--- config.mk ---
export PLATFORM = sky130hd
export DESIGN_NAME = narrow16to5
export DESIGN_NICKNAME = d
export VERILOG_FILES = /design/src/rtl/narrow16to5.sv
export SDC_FILE = /design/constraint.sdc
export NUM_CORES = 1
export LEC_CHECK = 0
export CORE_MARGIN = 2
export CORE_UTILIZATION = 50
export CTS_CLUSTER_SIZE = 8
export DETAILED_ROUTE_END_ITERATION = 12
export PLACE_DENSITY = 0.84
export SYNTH_ARGS = -nofsm -noshare
export SYNTH_HDL_FRONTEND = slang
export SYNTH_SLANG_ARGS = --single-unit
--- constraint.sdc ---
create_clock -name clk -period 3.9 [get_ports clk]
set_clock_uncertainty 0.05 [all_clocks]
set_input_delay 0.78 -clock clk [delete_from_list [all_inputs] [get_ports clk]]
set_output_delay 0.78 -clock clk [all_outputs]
set_load 0.02 [all_outputs]
--- src/rtl/narrow16to5.sv ---
// narrow16to5: reduces a register value to a narrow immediate field.
// Signed or unsigned range check, optional saturation, a two-entry
// (primary + skid) valid/ready output buffer and a saturating counter
// of out-of-range inputs.
module narrow16to5 #(
    parameter int IN_W  = 16,
    parameter int OUT_W = 5,
    parameter int CNT_W = 8
) (
    input  logic             clk,
    input  logic             rst_n,
    input  logic             in_valid,
    output logic             in_ready,
    input  logic [IN_W-1:0]  in_data,
    input  logic             in_sign,
    input  logic             in_sat,
    output logic             out_valid,
    input  logic             out_ready,
    output logic [OUT_W-1:0] out_data,
    output logic             out_fit,
    output logic [CNT_W-1:0] ovf_count,
    input  logic             ovf_clr
);

    // Buffer occupancy is the only control state.
    typedef enum logic [1:0] {
        OCC_EMPTY = 2'd0,
        OCC_ONE   = 2'd1,
        OCC_TWO   = 2'd2
    } occ_t;

    occ_t r_occ;
    occ_t w_occNext;

    logic             r_inReady;
    logic [OUT_W-1:0] r_primData;
    logic             r_primFit;
    logic [OUT_W-1:0] r_skidData;
    logic             r_skidFit;
    logic [CNT_W-1:0] r_ovfCount;

    logic               w_accept;
    logic               w_drain;
    logic               w_outValid;
    logic               w_loadPrimNew;
    logic               w_loadPrimSkid;
    logic               w_loadSkidNew;
    logic               w_countEvent;

    logic [IN_W-OUT_W:0]   w_signField;
    logic [IN_W-OUT_W-1:0] w_upperField;
    logic                  w_fitSigned;
    logic                  w_fitUnsigned;
    logic                  w_fit;
    logic [OUT_W-1:0]      w_satValue;
    logic [OUT_W-1:0]      w_result;

    // Handshake qualifiers; drain only depends on registered occupancy.
    assign w_accept     = in_valid & r_inReady;
    assign w_drain      = (r_occ != OCC_EMPTY) & out_ready;
    assign w_countEvent = w_accept & ~w_fit;

    // Range check and result selection for the value presented on the input.
    always_comb begin
        w_signField   = in_data[IN_W-1:OUT_W-1];
        w_upperField  = in_data[IN_W-1:OUT_W];
        w_fitSigned   = (&w_signField) | ~(|w_signField);
        w_fitUnsigned = ~(|w_upperField);
        w_fit         = in_sign ? w_fitSigned : w_fitUnsigned;
        if (in_sign) begin
            w_satValue = {in_data[IN_W-1], {(OUT_W-1){~in_data[IN_W-1]}}};
        end else begin
            w_satValue = {OUT_W{1'b1}};
        end
        if (w_fit || !in_sat) begin
            w_result = in_data[OUT_W-1:0];
        end else begin
            w_result = w_satValue;
        end
    end

    // Occupancy state register; in_ready is registered as "skid will be empty".
    always_ff @(posedge clk) begin
        if (!rst_n) begin
            r_occ     <= OCC_EMPTY;
            r_inReady <= 1'b0;
        end else begin
            r_occ     <= w_occNext;
            r_inReady <= (w_occNext != OCC_TWO);
        end
    end

    // Next occupancy from this cycle's accept and drain.
    always_comb begin
        w_occNext = r_occ;
        case (r_occ)
            OCC_EMPTY: begin
                if (w_accept) begin
                    w_occNext = OCC_ONE;
                end
            end
            OCC_ONE: begin
                if (w_accept && !w_drain) begin
                    w_occNext = OCC_TWO;
                end else if (!w_accept && w_drain) begin
                    w_occNext = OCC_EMPTY;
                end
            end
            OCC_TWO: begin
                if (w_drain) begin
                    w_occNext = OCC_ONE;
                end
            end
            default: begin
                w_occNext = OCC_EMPTY;
            end
        endcase
    end

    // Decode which buffer entry loads what for the current occupancy.
    always_comb begin
        w_outValid     = 1'b0;
        w_loadPrimNew  = 1'b0;
        w_loadPrimSkid = 1'b0;
        w_loadSkidNew  = 1'b0;
        case (r_occ)
            OCC_EMPTY: begin
                w_loadPrimNew = w_accept;
            end
            OCC_ONE: begin
                w_outValid    = 1'b1;
                w_loadPrimNew = w_accept & w_drain;
                w_loadSkidNew = w_accept & ~w_drain;
            end
            OCC_TWO: begin
                w_outValid     = 1'b1;
                w_loadPrimSkid = w_drain;
            end
            default: begin
                w_outValid = 1'b0;
            end
        endcase
    end

    // Primary and skid data registers; primary holds steady while stalled.
    always_ff @(posedge clk) begin
        if (!rst_n) begin
            r_primData <= '0;
            r_primFit  <= 1'b0;
            r_skidData <= '0;
            r_skidFit  <= 1'b0;
        end else begin
            if (w_loadPrimNew) begin
                r_primData <= w_result;
                r_primFit  <= w_fit;
            end else if (w_loadPrimSkid) begin
                r_primData <= r_skidData;
                r_primFit  <= r_skidFit;
            end
            if (w_loadSkidNew) begin
                r_skidData <= w_result;
                r_skidFit  <= w_fit;
            end
        end
    end

    // Saturating overflow counter; clear wins but still counts a same-edge event.
    always_ff @(posedge clk) begin
        if (!rst_n) begin
            r_ovfCount <= '0;
        end else if (ovf_clr) begin
            r_ovfCount <= w_countEvent ? CNT_W'(1) : '0;
        end else if (w_countEvent && (r_ovfCount != {CNT_W{1'b1}})) begin
            r_ovfCount <= r_ovfCount + CNT_W'(1);
        end
    end

    assign in_ready  = r_inReady;
    assign out_valid = w_outValid;
    assign out_data  = r_primData;
    assign out_fit   = r_primFit;
    assign ovf_count = r_ovfCount;

endmodule

# Word-level counts from Yosys, hierarchy flattened
# Index checks and enable logic that the tools add are counted.
dict set report totals {
  ff_bits 23
  inputBits 23
  out_inout_bits 16
  word_cells 57
}
dict set report classes {
  addsub 1
  eq_ne 4
  muxes 19
  n_bitwise 11
  n_reduce_logical 15
}
# cell n
set ops {}
lappend ops {{5-bit two-way mux} 4}
lappend ops {{8-bit two-way mux} 2}
lappend ops {{12-bit AND reduction} 1}
lappend ops {{12-bit OR reduction} 1}
lappend ops {{11-bit OR reduction} 1}
lappend ops {{8-bit by 1-bit adder with 8-bit output, second input constant} 1}
lappend ops {{2-bit two-way mux} 4}
lappend ops {{8-bit inequality test, second input constant} 1}
lappend ops {{1-bit two-way mux} 7}
lappend ops {{2-bit case mux with 3 select lines} 1}
lappend ops {{2-bit nonzero test} 3}
lappend ops {{1-bit bitwise AND} 5}
lappend ops {{1-bit inverter} 5}
lappend ops {{1-bit logical AND} 3}
lappend ops {{1-bit logical NOT} 3}
lappend ops {{2-bit by 1-bit equality test with 1-bit output, second input constant} 1}
lappend ops {{2-bit equality test, second input constant} 1}
lappend ops {{2-bit logical NOT} 1}
lappend ops {{2-bit inequality test, second input constant} 1}
lappend ops {{1-bit case mux with 2 select lines} 1}
lappend ops {{2-bit OR reduction} 1}
lappend ops {{1-bit logical OR} 1}
lappend ops {{1-bit OR} 1}

# Depth between registers and ports, before layout
dict set report logic_depth {
  ltp_word 9
  depth_mapped 7
  ltp_nobuf 7
}

# Least setup slack after synthesis
# OpenSTA, ideal clock, no wires.
dict set report synth_timing {
  path_type {input-to-reg}
  from {input in_data[7]}
  to {register r_ovfCount[0] (netlist: ovf_count[0])}
  setup_time_ns 0.066
  t_arrival_ns 1.882
  required_time_ns 3.784
  path_slack_ns 1.902
  cell_stages 6
  n_path_buf 1
  cell_sequence {nor4_1 > and4_1 > buf_6 > nor3_4 > a211o_1 > a21oi_2}
}
dict set report synth_between {
  elab_chain_cells 8
  elab_cells_between_ends 13
  classes_between {mux (3); bitwise (5); reduce/logical (5)}
}
# element line_no
set synth_rtl {}
lappend synth_rtl {{start: declaration} 14} ;# input logic [IN_W-1:0] in_data,
lappend synth_rtl {{12-bit OR reduction} 67} ;# w_fitSigned = (&w_signField) | ~(|w_signField);
lappend synth_rtl {{1-bit inverter} 67}
lappend synth_rtl {{1-bit OR} 67}
lappend synth_rtl {{1-bit two-way mux (*)} 69} ;# w_fit = in_sign ? w_fitSigned : w_fitUnsigned;
lappend synth_rtl {{1-bit inverter (*)} 61} ;# assign w_countEvent = w_accept & ~w_fit;
lappend synth_rtl {{1-bit bitwise AND (*)} 61}
lappend synth_rtl {{1-bit two-way mux or 1-bit logical AND (tied branches)} {172, 173}}
lappend synth_rtl {{8-bit two-way mux or 2-bit nonzero test (tied branches)} -}
lappend synth_rtl {{end signal: assignment} 172} ;# r_ovfCount <= w_countEvent ? CNT_W'(1) : '0;
lappend synth_rtl {{end signal: assignment} 174} ;# r_ovfCount <= r_ovfCount + CNT_W'(1);
lappend synth_rtl {{end: declaration} 40} ;# logic [CNT_W-1:0] r_ovfCount;
# Every way passes the cells marked *; elsewhere a longest branch is shown, timed or not.
# A chain may end at the register's enable or synchronous reset.

# Final worst setup path
dict set report layout_timing {
  from {register r_occ[0]}
  to {output out_valid}
}
dict set report layout_between {
  elab_chain_cells 3
  elab_cells_between_ends 4
  classes_between {eq/ne (2); mux (1); reduce/logical (1)}
}
# element line_no
set layout_rtl {}
lappend layout_rtl {{start: declaration} 32} ;# occ_t r_occ;
lappend layout_rtl {{start signal: assignment} 88} ;# r_occ <= w_occNext;
lappend layout_rtl {{2-bit by 1-bit equality test with 1-bit output or 2-bit equality test (tied branches)} 126} ;# case (r_occ)
lappend layout_rtl {{2-bit OR reduction (no source line) (*)} -}
lappend layout_rtl {{1-bit two-way mux (*)} 126}
lappend layout_rtl {{end: declaration} 17} ;# output logic out_valid,
# Marked as above.

==> run metrics <==
minimum clock period 2.557 ns; CTS buffer count 3; mux share of post-synthesis cell area 5.944%; Slew headroom 60.12%; Yosys reg bits 23; start point of the worst hold path ovf_count[4]$_SDFFE_PN0P_; Critical Path Fanout Max 6; starting density of the core 52.68%; first-pass GRT wire length 5030 um; final net count 224; ys async rst share 0%; leakage power 0.6438 nW; GP Congestion 0.8471; WP data required 3.07 ns; status complete, no violations; worst r2r src r_occ[0]$_SDFF_PN0_; RSZ-0062 raised after global routing no; Worst Path Arrival 1.73 ns; XOR/XNOR Fraction of Synth Area 1.342%; layout cells sized above 1 8.205%; Max stage delay on crit path 0.59 ns; DR WL/cell 14.43 um; Chip Height 55.09 um; number of hold violations in the final report 0; critical path type register to output pin; met2 usage 42.06%; met3 GRT Util 5.914%; peak supply drop 0.0002194 V; # DRC 0; Max Cap Viol 0; n_diodes 0; Post-Synth Simple-Gate Area 28.48%; Vias/cell 5.876; Post-Synthesis Net Count 186; CTS Sinks 23; Tcrit/Tclk final 65.57%; Mean Syn Cell Area 8.260 um^2; cts hold-fix bufs 0; critical-path cell list inv_1, ha_1, clkdlybuf4s50_1; clock root cell clkbuf_4; Setup-failing EPs final 0; PostCTS Resize Cnt 0; Worst Setup SP r_occ[0]$_SDFF_PN0_; cell count after synthesis 158; Placeable Area 2477 um^2; CP Capture Type output pin; Die X 55.09 um; Hold Path Class register to register; Yosys cell types 43; Seq/Total Area, Yosys 35.28%; reg-to-reg setup timing slack 1.96 ns; area of the die 3035 um^2; HPWL after DPL 2551 um; Clock Latency Late Sink 0.30 ns; H-tree lvl count 1; Post-CTS Setup Bufs 0; Critical-path top delay cell clkdlybuf4s50_1; compound-gate portion of the synthesized area 19.75%; Post-synth EDFFs 0; Rows 18; port buffer count 38; TritonCTS clock tree built; vias in the first global route 1206; met1 GRT Util 26.87%; antenna violations before repair 0; GRT Total Usage 22.96%; pin count of the biggest net entering global routing 13; grt ovf 0; Vias 1322; Synthesis Warnings 0; Finished Core Util 69.34%; largest family of logic cells by synthesized area simple AND/OR/NAND/NOR gates; io pins 39; startpoint types register; total power divided by cell area 275.6 nW/um^2; maximum clock frequency 391.1 MHz; drt total wl 3246 um; worst-margin pin slew 0.5960 ns; Layout Area Growth over Synthesis 31.64%; Max Slew Vio Count 0; TNS Setup 0 ns; Post-Synth Adder-Cell Area 4.794%; Top FF cell, synth dfxtp_1; drt pass-1 iters 5; Routed Antenna Nets 0; Mapped Area 1305 um^2; GRT Max-Usage Layer met2; DR iter-0 viols 33; Clk pin slew, worst setup/hold paths 0.12 ns; Clock Path Buffers 2
==> sequential cells by signal, summed over array words and instances (netlist names) <==
| register | count |
|---|---|
| in_ready | 1 |
| out_data | 5 |
| out_fit | 1 |
| ovf_count | 8 |
| r_occ | 2 |
| r_skidData | 5 |
| r_skidFit | 1 |
==> power breakdown <==
| part | total [W] | switching (W) | internal [W] |
|---|---|---|---|
| sequential | 0.000253 | 0.00000719 | 0.000246 |
| combinational | 0.000110 | 0.0000546 | 0.0000558 |
| clock | 0.000110 | 0.0000704 | 0.0000399 |
==> worst max-delay path: cells and delay by family (launching register included) <==
| family | cells | cell delay [ns] |
|---|---|---|
| buffers and inverters | 2 | 0.68 |
| DFF | 1 | 0.46 |
| adders and majority gates | 1 | 0.28 |
==> routing by layer <==
layer	vias up	part of all wire (%)	wire, um
met3	2	5.3	171
met5	-	0	0
met2	46	52	1687
met1	629	42	1360
li1	645	-	-
met4	0	0.80	26
==> area by class of cell <==
| class | count | area [um^2] |
|---|---|---|
| Fill cell | 223 | 759.5 |
| Inverter | 7 | 26.28 |
| Sequential cell | 23 | 460.4 |
| Clock buffer | 4 | 26.28 |
| Tap cell | 30 | 37.54 |
| Multi-Input combinational cell | 123 | 787.0 |
| Timing Repair Buffer | 38 | 380.4 |
==> stage by stage <==
step | power [W] | instance area (um^2) | setup slack (ns) | hold slack (ns) | instances
global route | 0.0004953 | 1718 | 1.268 | 0.4987 | 225
detailed placement | 0.0003681 | 1692 | 1.164 | 0.4568 | 221
global placement | 0.0003632 | 1692 | 1.306 | 0.4338 | 221
floorplan | 0.0003147 | 1305 | 1.902 | 0.4257 | 158
CTS | 0.0004746 | 1718 | 1.340 | 0.4715 | 225
finish | 0.0004734 | 1718 | 1.343 | 0.4675 | 225
==> path summary, 6_finish.rpt <==
kind | to | cells after the start
max | out_valid | 3
min | ovf_count[4]$_SDFFE_PN0P_ | 2
max reg2reg | out_data[4]$_SDFFE_PN0P_ | 7
min reg2reg | ovf_count[4]$_SDFFE_PN0P_ | 2
==> logic make-up after synthesis <==
| group | Yosys count |
|---|---|
| xor+xnor | 2 |
| fa+ha+maj | 5 |
| simple gates | 68 |
| compound gates | 41 |
| buf+inv | 12 |
| flops | 23 |
| mux | 7 |
==> cells in the mapped netlist, types with 2 or more instances <==
master / instances / area share (%)
nor4_1: 3 / 1.4
o21a_1: 3 / 1.7
and2_1: 3 / 1.4
ha_1: 5 / 4.8
inv_1: 7 / 2.0
nand2_1: 15 / 4.3
xnor2_1: 2 / 1.3
clkbuf_1: 2 / 0.58
nand3_1: 12 / 4.6
o21ai_0: 7 / 2.7
dfxtp_1: 23 / 35
a21oi_1: 17 / 6.5
nor2_1: 14 / 4.0
nor3_1: 3 / 1.2
a211oi_1: 3 / 1.7
nand4_1: 4 / 1.9
or3_1: 2 / 0.96
nand2b_1: 3 / 1.4
mux2_2: 6 / 5.2
==> layout by cell type (no fill, tap or decap), drive strengths merged, types with 2 or more instances in the layout <==
| cell type | Yosys | layout |
|---|---|---|
| a211oi | 3 | 3 |
| a21oi | 18 | 18 |
| a31o | 2 | 2 |
| and2 | 3 | 3 |
| and4 | 2 | 2 |
| clkbuf | 2 | 4 |
| clkdlybuf4s50 | 0 | 38 |
| dfxtp | 23 | 23 |
| ha | 5 | 5 |
| inv | 7 | 7 |
| mux2 | 6 | 6 |
| nand2 | 15 | 15 |
| nand2b | 3 | 3 |
| nand3 | 12 | 12 |
| nand4 | 4 | 4 |
| nor2 | 14 | 14 |
| nor3 | 5 | 5 |
| nor4 | 4 | 4 |
| o21a | 3 | 3 |
| o21ai | 7 | 7 |
| or3 | 2 | 2 |
| xnor2 | 2 | 2 |
Note: power is estimated with default switching activity, not from simulation.
